### src/rtl/tick_scheduler.sv
// tick_scheduler
//   Sequences the shared game-object update engine from the divided frame tick.
//   Each of NUM_CH channels has a programmable period (in ticks). An expiring
//   channel is marked pending. Pending channels are granted round-robin to the
//   single engine through a start/done handshake. Sticky overrun flags record
//   expiries that arrive while a channel is still pending.
//
//   Optional build macro: TICK_WATCHDOG_EN
//     When defined, a WAIT that lasts WD_TICKS ticks without upd_done is aborted
//     and the sticky wd_timeout flag is set. When undefined, wd_timeout is 0 and
//     WAIT lasts until upd_done.
//
// Ports
//   cin          in   system clock
//   reset        in   asynchronous active-high reset
//   tick_in      in   one-cycle frame tick
//   cfg_we       in   period write strobe
//   cfg_ch       in   channel addressed by the write
//   cfg_period   in   new period (0 disables the channel)
//   upd_start    out  one-cycle start pulse to the engine
//   upd_ch       out  granted channel, valid while busy
//   upd_done     in   one-cycle completion pulse from the engine
//   busy         out  high from upd_start until completion
//   pending      out  channels expired but not yet granted
//   overrun      out  sticky: channel expired while already pending
//   overrun_clr  in   clears all overrun bits
//   wd_timeout   out  sticky watchdog flag
module tick_scheduler #(
    parameter int unsigned NUM_CH         = 4,
    parameter int unsigned CNT_W          = 8,
    parameter int unsigned DEFAULT_PERIOD = 1,
    parameter int unsigned WD_TICKS       = 4
) (
    input  logic                      cin,
    input  logic                      reset,
    input  logic                      tick_in,
    input  logic                      cfg_we,
    input  logic [$clog2(NUM_CH)-1:0] cfg_ch,
    input  logic [CNT_W-1:0]          cfg_period,
    output logic                      upd_start,
    output logic [$clog2(NUM_CH)-1:0] upd_ch,
    input  logic                      upd_done,
    output logic                      busy,
    output logic [NUM_CH-1:0]         pending,
    output logic [NUM_CH-1:0]         overrun,
    input  logic                      overrun_clr,
    output logic                      wd_timeout
);

    localparam int unsigned CH_W = $clog2(NUM_CH);

    if (NUM_CH < 2 || NUM_CH > 8) begin : g_bad_num_ch
        $error("tick_scheduler: NUM_CH must be 2..8");
    end
    if (WD_TICKS < 1) begin : g_bad_wd_ticks
        $error("tick_scheduler: WD_TICKS must be >= 1");
    end

    typedef enum logic [1:0] {S_IDLE, S_ISSUE, S_WAIT} state_t;

    state_t             r_state;
    logic [CNT_W-1:0]   r_period [NUM_CH];
    logic [CNT_W-1:0]   r_cnt    [NUM_CH];
    logic [NUM_CH-1:0]  r_pending;
    logic [NUM_CH-1:0]  r_overrun;
    logic [CH_W-1:0]    r_upd_ch;
    logic [CH_W-1:0]    r_last;
    logic               r_upd_start;
    logic               r_busy;

    logic [NUM_CH-1:0]  w_cfg_hit;
    logic [NUM_CH-1:0]  w_expire;
    logic [NUM_CH-1:0]  w_issue_clr;
    logic [CH_W-1:0]    w_idx;
    logic [CH_W-1:0]    w_next;
    logic               w_found;

    // A config write to a channel suppresses its expiry on the same tick.
    always_comb begin
        w_cfg_hit   = '0;
        w_expire    = '0;
        w_issue_clr = '0;
        for (int unsigned i = 0; i < NUM_CH; i++) begin
            w_cfg_hit[i]   = cfg_we && (cfg_ch == CH_W'(i));
            w_expire[i]    = tick_in && !w_cfg_hit[i] && (r_period[i] != '0) &&
                             (r_cnt[i] >= r_period[i] - CNT_W'(1));
            w_issue_clr[i] = (r_state == S_ISSUE) && (r_upd_ch == CH_W'(i));
        end
    end

    // Round-robin: first pending channel searching upward from last_grant+1.
    always_comb begin
        w_found = 1'b0;
        w_next  = '0;
        w_idx   = '0;
        for (int unsigned k = 1; k <= NUM_CH; k++) begin
            w_idx = CH_W'((32'(r_last) + k) % NUM_CH);
            if (!w_found && r_pending[w_idx]) begin
                w_found = 1'b1;
                w_next  = w_idx;
            end
        end
    end

    // Period/counter registers plus pending and overrun flags. Expiry wins
    // over the ISSUE clear, and a fresh overrun wins over overrun_clr.
    always_ff @(posedge cin or posedge reset) begin
        if (reset) begin
            for (int unsigned i = 0; i < NUM_CH; i++) begin
                r_period[i] <= CNT_W'(DEFAULT_PERIOD);
                r_cnt[i]    <= '0;
            end
            r_pending <= '0;
            r_overrun <= '0;
        end else begin
            for (int unsigned i = 0; i < NUM_CH; i++) begin
                if (w_cfg_hit[i]) begin
                    r_period[i] <= cfg_period;
                    r_cnt[i]    <= '0;
                end else if (tick_in) begin
                    if (r_period[i] == '0 || w_expire[i]) begin
                        r_cnt[i] <= '0;
                    end else begin
                        r_cnt[i] <= r_cnt[i] + CNT_W'(1);
                    end
                end
            end
            r_pending <= (r_pending & ~w_issue_clr) | w_expire;
            r_overrun <= (overrun_clr ? '0 : r_overrun) | (w_expire & r_pending);
        end
    end

`ifdef TICK_WATCHDOG_EN
    logic [CNT_W-1:0] r_wd_cnt;
    logic             r_wd_timeout;
`endif

    always_ff @(posedge cin or posedge reset) begin
        if (reset) begin
            r_state     <= S_IDLE;
            r_upd_ch    <= '0;
            r_last      <= CH_W'(NUM_CH - 1);
            r_upd_start <= 1'b0;
            r_busy      <= 1'b0;
`ifdef TICK_WATCHDOG_EN
            r_wd_cnt     <= '0;
            r_wd_timeout <= 1'b0;
`endif
        end else begin
            r_upd_start <= 1'b0;
            case (r_state)
                S_IDLE: begin
                    if (w_found) begin
                        r_upd_ch    <= w_next;
                        r_upd_start <= 1'b1;
                        r_busy      <= 1'b1;
                        r_state     <= S_ISSUE;
                    end
                end
                S_ISSUE: begin
                    r_last  <= r_upd_ch;
                    r_state <= S_WAIT;
`ifdef TICK_WATCHDOG_EN
                    r_wd_cnt <= '0;
`endif
                end
                S_WAIT: begin
                    if (upd_done) begin
                        r_busy  <= 1'b0;
                        r_state <= S_IDLE;
                    end
`ifdef TICK_WATCHDOG_EN
                    else if (tick_in) begin
                        // Abort on the WD_TICKS-th tick; the channel is not re-pended.
                        if (r_wd_cnt == CNT_W'(WD_TICKS - 1)) begin
                            r_busy       <= 1'b0;
                            r_wd_timeout <= 1'b1;
                            r_state      <= S_IDLE;
                        end else begin
                            r_wd_cnt <= r_wd_cnt + CNT_W'(1);
                        end
                    end
`endif
                end
                default: r_state <= S_IDLE;
            endcase
        end
    end

    assign upd_start = r_upd_start;
    assign upd_ch    = r_upd_ch;
    assign busy      = r_busy;
    assign pending   = r_pending;
    assign overrun   = r_overrun;
`ifdef TICK_WATCHDOG_EN
    assign wd_timeout = r_wd_timeout;
`else
    assign wd_timeout = 1'b0;
`endif

endmodule

### config.mk
export PLATFORM = sky130hd
export DESIGN_NAME = tick_scheduler
export DESIGN_NICKNAME = d
export VERILOG_FILES = /design/src/rtl/tick_scheduler.sv
export SDC_FILE = /design/constraint.sdc
export NUM_CORES = 1
export LEC_CHECK = 0
export CAP_MARGIN = 10
export CORE_MARGIN = 2
export CORE_UTILIZATION = 64
export CTS_CLUSTER_DIAMETER = 40
export CTS_CLUSTER_SIZE = 40
export DETAILED_ROUTE_END_ITERATION = 8
export GPL_ROUTABILITY_DRIVEN = 0
export GPL_TIMING_DRIVEN = 0
export PLACE_DENSITY = 0.84
export SYNTH_ARGS = -nofsm -noshare
export SYNTH_HDL_FRONTEND = slang
export SYNTH_SLANG_ARGS = --single-unit
export TNS_END_PERCENT = 50
### constraint.sdc
create_clock -name cin -period 4.9 [get_ports cin]
set_input_delay 1.47 -clock cin [delete_from_list [all_inputs] [get_ports cin]]
set_output_delay 1.47 -clock cin [all_outputs]
set_load 0.05 [all_outputs]
# After elaboration in Yosys (flattened, before gate mapping)
# Index checks and enable logic that the tools add are counted.
# W data, S select, Z words.
dict set report word_totals {
  ff_bits 80
  out_inout_bits 13
}
dict set report classes {
  add_sub_neg 12
  magnitude_cmp 8
  eq_ne 10
  mux 37
  bitwise 5
  n_reduce_logical 53
}
# cell count
set op_table {}
lappend op_table {{$mux W8} 12}
lappend op_table {{$add A8 B1 Y8 const B} 4}
lappend op_table {{$ge A8 B8 Y1} 4}
lappend op_table {{$logic_not A8 Y1} 4}
lappend op_table {{$reduce_bool A8 Y1} 4}
lappend op_table {{$sub A8 B1 Y8 const B} 4}
lappend op_table {{$logic_and A1 B1 Y1} 23}
lappend op_table {{$lt A2 B3 Y1 const B} 4}
lappend op_table {{$mux W1} 12}
lappend op_table {{$mux W2} 6}
lappend op_table {{$eq A2 B2 Y1 const B} 5}
lappend op_table {{$reduce_bool A2 Y1} 5}
lappend op_table {{$and A4 B4 Y4} 2}
lappend op_table {{$bmux W1 S2} 4}
lappend op_table {{$or A4 B4 Y4} 2}
lappend op_table {{$logic_not A1 Y1} 7}
lappend op_table {{$eq A2 B1 Y1 const B} 3}
lappend op_table {{$logic_not A2 Y1} 3}
lappend op_table {{$pmux W2 S3} 1}
lappend op_table {{$add A2 B1 Y2 const B} 2}
lappend op_table {{$add A2 B2 Y2 const B} 2}
lappend op_table {{$logic_or A1 B1 Y1} 4}
lappend op_table {{$mux W4} 1}
lappend op_table {{$ne A2 B2 Y1 const B} 2}
lappend op_table {{other kinds (4)} 5}

# Longest topological paths before layout
# Gate-level depths: netlist of the first run.
dict set report depth {
  ltp_word 15
  ltp_mapped 12
  depth_no_buf 11
}

# Least setup slack after synthesis of the first run
# Ideal clock, no wire load.
dict set report synth_timing {
  path_type {input to register}
  startpoint {input port cfg_ch[0]}
  endpoint {register r_cnt[10] (netlist name)}
  setup_time_ps 79
  arrival_ps 2638
  t_required_ps 4821
  path_slack_ps 2182
  stages 6
  path_cell_list {nand3b_1 o311ai_4 a211oi_2 buf_2 a21oi_1 mux2i_1}
}
dict set report synth_between {
  elab_chain_cells 10
  elab_cells_between_ends 11
  classes_between {eq/ne (1); mux (3); reduce/logical (7)}
}
# item line_no
set synth_rtl {}
lappend synth_rtl {{start: declaration} 38} ;# input logic [$clog2(NUM_CH)-1:0] cfg_ch,
lappend synth_rtl {{$eq A2 B2 Y1 (*)} 84} ;# w_cfg_hit[i] = cfg_we && (cfg_ch == CH_W'(i));
lappend synth_rtl {{$logic_and A1 B1 Y1 (*)} 84}
lappend synth_rtl {{$logic_not A1 Y1} 85} ;# w_expire[i] = tick_in && !w_cfg_hit[i] && (r_period[i] != '0) &&
lappend synth_rtl {{$logic_and A1 B1 Y1 (3 in a row)} 85}
lappend synth_rtl {{$logic_or A1 B1 Y1} 121} ;# if (r_period[i] == '0 || w_expire[i]) begin
lappend synth_rtl {{$mux W8} 121}
lappend synth_rtl {{$mux W8} 120} ;# end else if (tick_in) begin
lappend synth_rtl {{$mux W8} 117} ;# if (w_cfg_hit[i]) begin
lappend synth_rtl {{end signal: indexed assignment} 124} ;# r_cnt[i] <= r_cnt[i] + CNT_W'(1);
lappend synth_rtl {{end: declaration} 63} ;# logic [CNT_W-1:0] r_cnt [NUM_CH];
# Every way passes the cells marked *; elsewhere a longest branch is shown, timed or not. The select of a mux whose other input is x is not followed.
# A chain may end at the register's enable or synchronous reset.

# Final worst setup path of the first run
dict set report layout_timing {
  startpoint {input port tick_in}
  endpoint {register r_cnt[26] (netlist name)}
}
dict set report layout_between {
  elab_chain_cells 7
  elab_cells_between_ends 8
  classes_between {mux (3); reduce/logical (5)}
}
# item line_no
set layout_rtl {}
lappend layout_rtl {{start: declaration} 36} ;# input logic tick_in,
lappend layout_rtl {{$logic_and A1 B1 Y1 (3 in a row)} 85}
lappend layout_rtl {{$logic_or A1 B1 Y1} 121}
lappend layout_rtl {{$mux W8} 121}
lappend layout_rtl {{$mux W8} 120}
lappend layout_rtl {{$mux W8} 117}
# Parallel ways exist; a longest one is shown, timed or not. The select of a mux whose other input is x is not followed.

==> summary.md, run 1 <==
| Metric | Value |
|---|---|
| Clk sinks | `80` |
| Origin of the worst min-delay path | `r_last[1]` |
| Number of distinct standard cells referenced by the synthesized netlist | `41` |
| Number of antenna violations at the first check in global routing | `0` |
| Global-route wire length before repair | `16.93 mm` |
| I/O pin count | `29` |
| Kind of start point of the critical path | `primary input` |
| DRT Wirelength | `9.497 mm` |
| Cell count after synthesis | `474` |
| Category of the critical setup timing path | `primary input to flip-flop` |
| Number of buffers created by CTS | `9` |
| Via count of the routed design | `3646` |
| Number of enable flip-flop cells after synthesis | `0` |
| Wire per inst | `15.39 µm` |
| Synth top area cells | `sky130_fd_sc_hd__dfrtp_1, sky130_fd_sc_hd__ha_1, sky130_fd_sc_hd__mux2_2, sky130_fd_sc_hd__xnor2_1, sky130_fd_sc_hd__nand2_1` |
| Fill cell instance count of the final layout | `532` |
| Top cell types by occurrence after synthesis | `sky130_fd_sc_hd__dfrtp_1, sky130_fd_sc_hd__ha_1, sky130_fd_sc_hd__nand2_1` |
| Flops & latches, synth | `80` |
| Top metal layer carrying routed signals | `met4` |
| Clk_skew | `12.48 ps` |
| H-tree depth | `3` |
| Post-detailed-placement cell area | `5263 µm²` |
| Crit path capture type | `flip-flop` |
| DP HPWL | `7.053 mm` |
| Kind of cell adding the most delay to the critical path | `buffers and inverters` |
| Required time at the endpoint of the critical path | `5190 ps` |
| Top cell type by total area after synthesis | `sky130_fd_sc_hd__dfrtp_1` |
| Placed cell count | `601` |
| Final worst path period need | `3340 ps` |
| Share of flip-flops with an asynchronous set or reset after synthesis | `100.0%` |
| Routed length on met1 | `4.358 mm` |
| Full die area | `8272 µm²` |
| Cell chosen for the clock root | `sky130_fd_sc_hd__clkbuf_8` |
| Net switching component of the power | `0.9133 mW` |
| Final Net Count | `573` |
| Most frequent cell after synthesis | `sky130_fd_sc_hd__dfrtp_1` |
| DRC violation total after the first TritonRoute iteration | `131` |
| Hold Path Sink | `r_last[1]` |
| Count of buffers added by post-CTS timing repair for setup | `0` |
| Period utilisation layout | `68.17%` |
| Sequential share of power | `42.3%` |
| Share of layout cells above drive strength 1 | `15.25%` |
| Setup repair after global routing missed its margin | `false` |
| Met3 Routed Length | `254 µm` |
| Number of iterations in the first detailed-routing pass | `4` |
| Run status | `complete, no violations` |
| Net count of the mapped netlist | `534` |
| RR Startpoint | `r_period[10]` |
| TritonCTS clock tree | `yes` |
| Relative contribution of combinational cells to total power | `35.6%` |
| Final setup TNS | `0 ps` |
| Count of final setup violators | `0` |
| Peak per-stage delay on the critical path | `800 ps` |
| Clk Latency, worst-skew pair | `370 ps` |
| Sw Ratio | `39.27%` |
| Crit path buf inv count | `3` |
| Routed met2 length | `4.646 mm` |
| Count of buffers from port buffering | `27` |
| Area of the mapped netlist | `4838 µm²` |
| Final Total Pwr | `2.326 mW` |
| Slowest library cell on the worst path | `sky130_fd_sc_hd__clkdlybuf4s50_1` |
| Worst R2R End | `r_cnt[11]` |
| Hold WC Path Type | `flip-flop to flip-flop` |
| Post-route ant nets | `0` |
| P&R area growth vs syn | `12.93%` |
| Via count of the first global-routing pass | `3618` |
| Max Clk Rate | `299.4 MHz` |
| Register-to-register path setup slack | `1960 ps` |
| Cell Pwr Density | `425.6 nW/µm²` |
| Die Ht | `90.95 µm` |
| Top-area cell type share of the netlist area | `38.27%` |
| Effective utilization at floorplan | `66.35%` |
| Cell internal pwr | `1.412 mW` |
| Summed area of non-filler cells in the final layout | `5464 µm²` |
| Tot GR Track Use | `25.23%` |
| Number of synthesis warnings | `0` |
| Die boundary width | `90.95 µm` |
| Most used flip-flop cell after synthesis | `sky130_fd_sc_hd__dfrtp_1` |
| Count of hold-fix buffers inserted at cts | `0` |
| Series of cell instances along the critical path | `clkdlybuf4s50_1, inv_1, a311o_1, a211oi_2, buf_2, a21oi_1, mux2i_1` |
| Logic depth of the worst register-to-register path | `10` |
| Slew at the pin with the worst max-slew slack | `837.9 ps` |
| Critical path fanouts, max | `10` |
| Max Root-Sink Buffers | `2` |
| Number of cells upsized or downsized after cts | `0` |
| Clock transition time at the flip-flop clock pins of the worst setup and hold paths | `100 ps` |
| Placeable core region | `7292 µm²` |
| Vias/cell | `5.909` |
| Slew HR | `43.88%` |
| Cell leakage power | `2.482 nW` |
| Post-Synthesis Mean Instance Area | `10.21 µm²` |
| Power share of the clock group | `22.0%` |
| Max IR drop VDD | `0.2307 mV` |
| Seq/Total Area, Yosys | `41.53%` |
| Pin count of the biggest net entering global routing | `64` |
| Total of max-cap violations | `0` |
| Max Transition Viols Final | `0` |
| Final hold violation count | `0` |
| Leftover overflow at the end of global routing | `0` |
| Worst hold path stage count | `2` |
| Number of placement rows | `31` |
| Layout Utilization | `74.93%` |
| Final Instance Count excl. Fillers | `617` |
| Worst Path Arrival | `3630 ps` |
| DRC errors left | `0` |
| Diode count | `0` |
-- cell families (layout without fill, tap and decap cells) --
logic type / after synthesis / after routing / share of synthesized area (%)
buffers and inverters: 31 / 75 / 2.870
other: 1 / 1 / 0.07751
multiplexers: 40 / 40 / 9.154
XOR/XNOR: 24 / 24 / 4.344
AO/OA/AOI/OAI: 91 / 91 / 14.12
flip-flops: 80 / 80 / 41.53
adder cells (fa/ha/maj): 44 / 44 / 11.38
AND/OR/NAND/NOR: 163 / 163 / 16.52
-- cell usage in the layout, fill, tap and decap left out, drive strengths merged, types with 2 or more instances in the layout --
master,instances
dfrtp,74
nand2,44
ha,44
nor2,39
mux2,34
clkdlybuf4s50,27
inv,27
a21oi,23
o21ai,21
xnor2,19
nand3,18
a22o,15
nor3,12
and3,11
clkbuf,11
nor2b,10
nand2b,9
a21o,8
a211oi,8
a221o,7
buf,7
nor4,6
mux2i,6
dfstp,6
xor2,5
or2,4
a31oi,3
or4,3
o311ai,3
nor3b,2
nand3b,2
and2,2
-- area by class of cell --
cell class / count / area, µm² / area share (%)
Clock inverter: 7 / 77.57 / 1.420
Multi-Input combinational cell: 363 / 2690 / 49.23
Tap cell: 99 / 123.9 / 2.267
Timing Repair Buffer: 28 / 297.8 / 5.450
Sequential cell: 80 / 2009 / 36.78
Inverter: 23 / 88.84 / 1.626
Buffer: 8 / 52.55 / 0.9618
Clock buffer: 9 / 123.9 / 2.267
-- metrics by stage --
| step | hold WS, ps | setup WS (ps) |
|---|---|---|
| 3_3_place_gp | 464.3 | 156.7 |
| 2_1_floorplan | 451.1 | 1388 |
| 5_1_grt | 512.8 | 1424 |
| 6_report | 498.2 | 1560 |
| 4_1_cts | 495.8 | 1606 |
| 3_5_place_dp | 477.7 | 1233 |
-- power by group through the flow --
stage | combinational [mW] | clock [mW] | sequential, mW
global placement | 0.785 | 0 | 0.982
CTS | 0.836 | 0.517 | 0.982
floorplan | 0.521 | 0 | 1.06
global route | 0.928 | 0.538 | 1.01
finish | 0.829 | 0.512 | 0.985
detailed placement | 0.828 | 0 | 0.990
-- state kept, by name, summed over array words and instances (netlist names) --
name and count:
r_cnt 32, upd_start 1, busy 1, r_period 32, upd_ch 2, pending 4, r_last 2, overrun 4
r_state 2
-- worst register-to-register path: stages (launching register included) --
cell                       delay (ps)
sky130_fd_sc_hd__dfrtp_1          430
sky130_fd_sc_hd__or4_4            590
sky130_fd_sc_hd__nor4_1           240
sky130_fd_sc_hd__xnor2_1          170
sky130_fd_sc_hd__ha_1             270
sky130_fd_sc_hd__a21oi_1          170
sky130_fd_sc_hd__o21ai_0          150
sky130_fd_sc_hd__a211oi_2         340
sky130_fd_sc_hd__buf_2            270
sky130_fd_sc_hd__a21oi_1           90
sky130_fd_sc_hd__mux2i_1          140
-- metal layers --
layer	global-route usage [%]	up-vias
met1	33.24	1791
met5	0	-
met3	3.568	22
met2	42.04	58
met4	10.48	0
li1	-	1775
-- how the worst max path moves through the flow --
stage                     startpoint  slack (ps)      endpoint  cells after the start
after detailed placement     tick_in        1230     r_cnt[26]                      7
after global routing         tick_in        1420     r_cnt[26]                      7
after floorplan                reset        1390          busy                      1
final                        tick_in        1560     r_cnt[26]                      7
after CTS                    tick_in        1610     r_cnt[26]                      7
after global placement         reset         160  r_period[26]                      2
Note: power is estimated with default switching activity, not from simulation.
==> inputs of run 2 (changes only) <==
CORE_UTILIZATION = 54   (was 64)
PLACE_DENSITY = 0.75   (was 0.84)
clock period = 2.7 ns   (was 4.9 ns; I/O delays follow)
==> run 2 against run 1 <==
Against the previous run:
- clock skew is 5.9 ps lower
- setup slack lost 1600 ps
- core utilization down 8.8 points
- die area rose by 18%
- first-iteration DRC count is 3.8% higher
- final cell count rose by 4.2%
- sequential share of layout area decreased by 1.8 points
- clock power rose by 94%
- critical path depth grew 4
- via count up 2.7%
- power rose by 90%
- critical path type is now flip-flop to flip-flop
- register-to-register slack worse by 2000 ps
==> summary.md, run 2 (synthesis gave the netlist of run 1 again) <==
| Metric | Value |
|---|---|
| Via count of the routed design | `3744` |
| RR Startpoint | `r_period[22]` |
| I/O pin count | `29` |
| Required time at the endpoint of the critical path | `2990 ps` |
| Fill cell instance count of the final layout | `663` |
| Number of iterations in the first detailed-routing pass | `4` |
| Number of buffers created by CTS | `9` |
| Leading cell types in the layout, fill and taps excluded | `sky130_fd_sc_hd__dfrtp_1, sky130_fd_sc_hd__nand2_1, sky130_fd_sc_hd__ha_1, sky130_fd_sc_hd__nor2_1, sky130_fd_sc_hd__mux2_2` |
| Global-route wire length before repair | `17.08 mm` |
| Run status | `complete, no violations` |
| Max Root-Sink Buffers | `2` |
| Max Transition Viols Final | `0` |
| Clk Latency, worst-skew pair | `350 ps` |
| P&R area growth vs syn | `19.21%` |
| Kind of cell adding the most delay to the critical path | `simple AND/OR/NAND/NOR gates` |
| Period utilisation layout | `99.95%` |
| Slowest library cell on the worst path | `sky130_fd_sc_hd__or4_4` |
| Logic depth of the worst register-to-register path | `11` |
| H-tree depth | `3` |
| Clk_skew | `6.552 ps` |
| Tot GR Track Use | `21.70%` |
| Slew at the pin with the worst max-slew slack | `849.7 ps` |
| Origin of the worst min-delay path | `r_last[1]` |
| Setup repair after global routing missed its margin | `true` |
| DP HPWL | `7.019 mm` |
| Post-detailed-placement cell area | `5268 µm²` |
| Final hold violation count | `0` |
| Crit path buf inv count | `2` |
| Area used by sequential logic in the layout | `2016 µm²` |
| Register-to-register path setup slack | `1 ps` |
| Category of the critical setup timing path | `flip-flop to flip-flop` |
| Worst Setup Slack, final | `1.474 ps` |
| Worst setup slack after placement | `-315.7 ps` |
| DRC violation total after the first TritonRoute iteration | `136` |
| Hold WC Path Type | `flip-flop to flip-flop` |
| Number of antenna violations at the first check in global routing | `0` |
| DRT Wirelength | `10.33 mm` |
| Critical path fanouts, max | `4` |
| Total of max-cap violations | `0` |
| Pin count of the biggest net entering global routing | `44` |
| Effective utilization at floorplan | `55.48%` |
| Peak per-stage delay on the critical path | `580 ps` |
| Cell Pwr Density | `767.7 nW/µm²` |
| Max IR drop VDD | `0.4337 mV` |
| Series of cell instances along the critical path | `or4_4, nor2b_4, xnor2_2, ha_1, buf_6, a21oi_2, o21ai_2, a211oi_4, buf_4, and3_1, a221o_1` |
| Kind of start point of the critical path | `flip-flop` |
| Clock transition time at the flip-flop clock pins of the worst setup and hold paths | `90 ps` |
| Post-route ant nets | `0` |
| Die boundary width | `98.66 µm` |
| Worst R2R End | `r_cnt[22]` |
| DRC errors left | `0` |
| Wire per inst | `16.06 µm` |
| Min Hold Slack | `490.4 ps` |
| Clk sinks | `80` |
| Number of placement rows | `34` |
| Max Clk Rate | `370.6 MHz` |
| Crit path capture type | `flip-flop` |
| Final Net Count | `590` |
| TritonCTS clock tree | `yes` |
| Commonest non-fill, non-tap cell in the layout | `sky130_fd_sc_hd__dfrtp_1` |
| Worst hold path stage count | `2` |
| Cell leakage power | `2.590 nW` |
| Summed area of non-filler cells in the final layout | `5768 µm²` |
| Diode count | `0` |
| Placeable core region | `8721 µm²` |
| Leftover overflow at the end of global routing | `0` |
| Final Total Pwr | `4.428 mW` |
| Slew HR | `43.23%` |
| Vias/cell | `5.823` |
| Source of the critical timing path | `r_period[22]` |
| Hold Path Sink | `r_last[1]` |
| Leading registers by flop count | `r_cnt: 32 flops, r_period: 32 flops` |
| Count of final setup violators | `0` |
| Share of layout cells above drive strength 1 | `23.36%` |
| Full die area | `9733 µm²` |
| Worst Path Arrival | `2990 ps` |
| Count of buffers from port buffering | `27` |
| Cell chosen for the clock root | `sky130_fd_sc_hd__clkbuf_8` |
| Area used by multi-input combinational logic | `2826 µm²` |
| Via count of the first global-routing pass | `3622` |
| Final worst path period need | `2699 ps` |
| Die Ht | `98.66 µm` |
[run 2: changes by cell type in the layout (fill, tap and decap cells not counted), moves of 5 or more]
cell                      previous run  this run
sky130_fd_sc_hd__a21oi_2             0         6
sky130_fd_sc_hd__dfrtp_1            74        69
sky130_fd_sc_hd__dfrtp_2             0         5
sky130_fd_sc_hd__o21ai_0            15         9
sky130_fd_sc_hd__a21oi_1            23        17
sky130_fd_sc_hd__buf_4               1        17
sky130_fd_sc_hd__nor3_1             11         6
[run 2: worst max-delay path by stage]
stage,end,cells past startpoint
floorplan,r_cnt[10],10
global placement,r_cnt[26],7
detailed placement,r_cnt[26],7
CTS,r_cnt[2],10
global route,r_cnt[15],10
finish,r_cnt[22],11
[run 2: through the flow]
stage	std cells	setup TNS [ps]	util [%]
2_1_floorplan	474	0	-
3_3_place_gp	609	-3707	60.17
3_5_place_dp	610	-4862	60.40
4_1_cts	627	0	63.24
5_1_grt	643	-1309	66.14
6_report	643	0	66.14
[run 2: worst min-delay path, stage by stage, from the launching register on]
cell and delay (ps):
sky130_fd_sc_hd__dfstp_2 390, sky130_fd_sc_hd__nand2_1 50, sky130_fd_sc_hd__nand2_1 50
[run 2: layout make-up]
type | instances | share of cell area (%)
timing repair buffer | 45 | 7.332
clock buffer | 9 | 2.148
tap | 108 | 2.343
inverter | 23 | 1.562
multi-input combinational | 363 | 49.00
sequential | 80 | 34.95
buffer | 8 | 0.9978
clock inverter | 7 | 1.670
[run 2: routing by layer]
metal	track usage (%)	part of all wire (%)	up-vias
met2	36.00	51	69
met3	3.688	2.9	16
met5	0	0	-
met4	7.060	1.5	0
li1	-	-	1805
met1	29.19	45	1854
[run 2: power by group]
part,internal (mW),leakage [nW],switching [mW]
Clock,0.523,0.113,0.470
Combinational,0.733,1.47,0.908
Sequential,1.47,1.00,0.330
[run 2: repair_timing]
action	in CTS	in global routing
buffers inserted	1	15
hold buffers	0	0
setup endpoints to repair	15	31
hold endpoints to repair	0	0
cloned	0	2
pin swaps	3	12
resized for setup	7	40
==> inputs of run 3 (changes only) <==
CORE_UTILIZATION = 35   (was 54)
PLACE_DENSITY = 0.53   (was 0.75)
==> run 3 against run 2 <==
Against the previous run:
- clock skew hardly changed
- routed wire length rose by 2.8%
- maximum frequency is 0.81% higher
- combinational power about the same
- setup slack gained 22 ps
- sequential share of layout area is 0.86 points lower
- critical path type unchanged
- largest cell class unchanged
- highest routed layer unchanged
==> summary.md, run 3 (synthesis gave the netlist of run 1 again) <==
| Metric | Value |
|---|---|
| Run status | `complete, no violations` |
| Max Root-Sink Buffers | `2` |
| Worst R2R End | `r_cnt[15]` |
| Power share of the clock group | `25.8%` |
| Kind of start point of the critical path | `flip-flop` |
| Slew at the pin with the worst max-slew slack | `767.8 ps` |
| Cell leakage power | `2.614 nW` |
| Via count of the routed design | `3592` |
| Sequential share of power | `38.9%` |
| Summed area of non-filler cells in the final layout | `5907 µm²` |
| Final worst path period need | `2677 ps` |
| Max IR drop VDD | `0.2514 mV` |
| Logic depth of the worst register-to-register path | `10` |
| Die Ht | `121.6 µm` |
| RR Startpoint | `r_period[13]` |
| Peak per-stage delay on the critical path | `590 ps` |
| Max Transition Viols Final | `0` |
| Post-detailed-placement cell area | `5373 µm²` |
| Final Total Pwr | `4.613 mW` |
| Category of the critical setup timing path | `flip-flop to flip-flop` |
| Worst Path Arrival | `2900 ps` |
| DRT Wirelength | `10.62 mm` |
| I/O pin count | `29` |
| Number of iterations in the first detailed-routing pass | `4` |
| Post-route ant nets | `0` |
| Vias/cell | `5.081` |
| Final setup TNS | `0 ps` |
| Leading registers by flop count | `r_cnt: 32 flops, r_period: 32 flops` |
| Final hold violation count | `0` |
| Origin of the worst min-delay path | `r_state[0]` |
| Leftover overflow at the end of global routing | `0` |
| Die boundary width | `121.6 µm` |
| Series of cell instances along the critical path | `or4_4, nor4_4, xnor2_1, ha_1, nand2_2, nor3_4, a211oi_2, buf_4, and3_4, a221o_1` |
| Hold WC Path Type | `flip-flop to flip-flop` |
| Tot GR Track Use | `15.48%` |
| P&R area growth vs syn | `22.08%` |
| Number of antenna violations at the first check in global routing | `0` |
| Placeable core region | `13350 µm²` |
| Clk Latency, worst-skew pair | `340 ps` |
| Final Net Count | `586` |
| Wire per inst | `15.02 µm` |
| Cell chosen for the clock root | `sky130_fd_sc_hd__clkbuf_16` |
| Net switching component of the power | `1.726 mW` |
| Clk sinks | `80` |
| Required time at the endpoint of the critical path | `2930 ps` |
| Clock transition time at the flip-flop clock pins of the worst setup and hold paths | `60 ps` |
| Effective utilization at floorplan | `36.25%` |
| Count of buffers from port buffering | `27` |
| Kind of cell adding the most delay to the critical path | `simple AND/OR/NAND/NOR gates` |
| Cell Pwr Density | `781.0 nW/µm²` |
| Number of placement rows | `42` |
| Leading cell types in the layout, fill and taps excluded | `sky130_fd_sc_hd__dfrtp_1, sky130_fd_sc_hd__ha_1, sky130_fd_sc_hd__nand2_1, sky130_fd_sc_hd__nor2_1, sky130_fd_sc_hd__mux2_2` |
| Count of final setup violators | `0` |
| Global-route wire length before repair | `17.84 mm` |
| DP HPWL | `7.678 mm` |
| Critical path fanouts, max | `4` |
| Slowest library cell on the worst path | `sky130_fd_sc_hd__or4_4` |
| TritonCTS clock tree | `yes` |
| Sw Ratio | `37.41%` |
| Full die area | `14780 µm²` |
| Slew HR | `48.57%` |
| Layout Utilization | `44.25%` |
| Clk_skew | `6.285 ps` |
| Max Clk Rate | `373.6 MHz` |
| Period utilisation layout | `99.14%` |
| Total of max-cap violations | `0` |
| Number of buffers created by CTS | `9` |
| Commonest non-fill, non-tap cell in the layout | `sky130_fd_sc_hd__dfrtp_1` |
| DRC violation total after the first TritonRoute iteration | `272` |
| Setup repair after global routing missed its margin | `true` |
| Diode count | `0` |
| Cell internal pwr | `2.888 mW` |
| Relative contribution of combinational cells to total power | `35.3%` |
| Share of layout cells above drive strength 1 | `22.03%` |
| DRC errors left | `0` |
| Pin count of the biggest net entering global routing | `36` |
| Crit path capture type | `flip-flop` |
| Worst hold path stage count | `1` |
| Register-to-register path setup slack | `20 ps` |
| Via count of the first global-routing pass | `3564` |
| Hold Path Sink | `r_state[0]` |
| Crit path buf inv count | `1` |
| H-tree depth | `3` |
## run 3: power groups by stage
stage / clock network, mW / logic (mW) / registers (mW)
after detailed placement: 0 / 1.51 / 1.80
after CTS: 1.22 / 1.54 / 1.78
after floorplan: 0 / 0.946 / 1.91
final: 1.19 / 1.63 / 1.80
after global routing: 1.27 / 1.84 / 1.84
after global placement: 0 / 1.46 / 1.80
## run 3: cell type report
class / instances / area (µm²)
Buffer: 8 / 57.56
Clock inverter: 3 / 15.01
Inverter: 23 / 90.09
Tap cell: 176 / 220.2
Multi-Input combinational cell: 363 / 2844
Timing Repair Buffer: 41 / 396.6
Sequential cell: 80 / 2013
Fill cell: 1319 / 7441
Clock buffer: 13 / 270.3
## run 3: timing repair
item,4_1_cts,5_1_grt
setup buffers,3,9
hold buffers,0,0
pin swaps,3,13
endpoints found under the setup margin,18,33
resized for setup,6,38
gates cloned,1,0
## run 3: metrics by stage
step / instances / hold slack (ps) / setup slack (ps)
4_1_cts: 699 / 485.5 / 2.297
3_3_place_gp: 677 / 468.1 / -373.9
5_1_grt: 707 / 508.0 / -119.0
6_report: 707 / 484.7 / 23.17
2_1_floorplan: 474 / 451.1 / 70.33
3_5_place_dp: 679 / 476.6 / -413.0
## run 3: routing by layer
metal | vias up | global-route usage [%] | wire, µm
met1 | 1746 | 20.90 | 5229
li1 | 1805 | - | -
met5 | - | 0 | 0
met2 | 30 | 24.58 | 4973
met4 | 0 | 5.172 | 163
met3 | 11 | 3.605 | 251
## run 3: how the worst max path moves through the flow
stage                      start        end  slack, ps  depth (start not counted)
global route        r_period[13]  r_cnt[15]       -120                         10
detailed placement       tick_in  r_cnt[26]       -410                          7
finish              r_period[13]  r_cnt[15]         20                         10
floorplan           r_period[10]  r_cnt[10]         70                         10
CTS                 r_period[10]  r_cnt[15]          2                         10
global placement         tick_in  r_cnt[27]       -370                          7
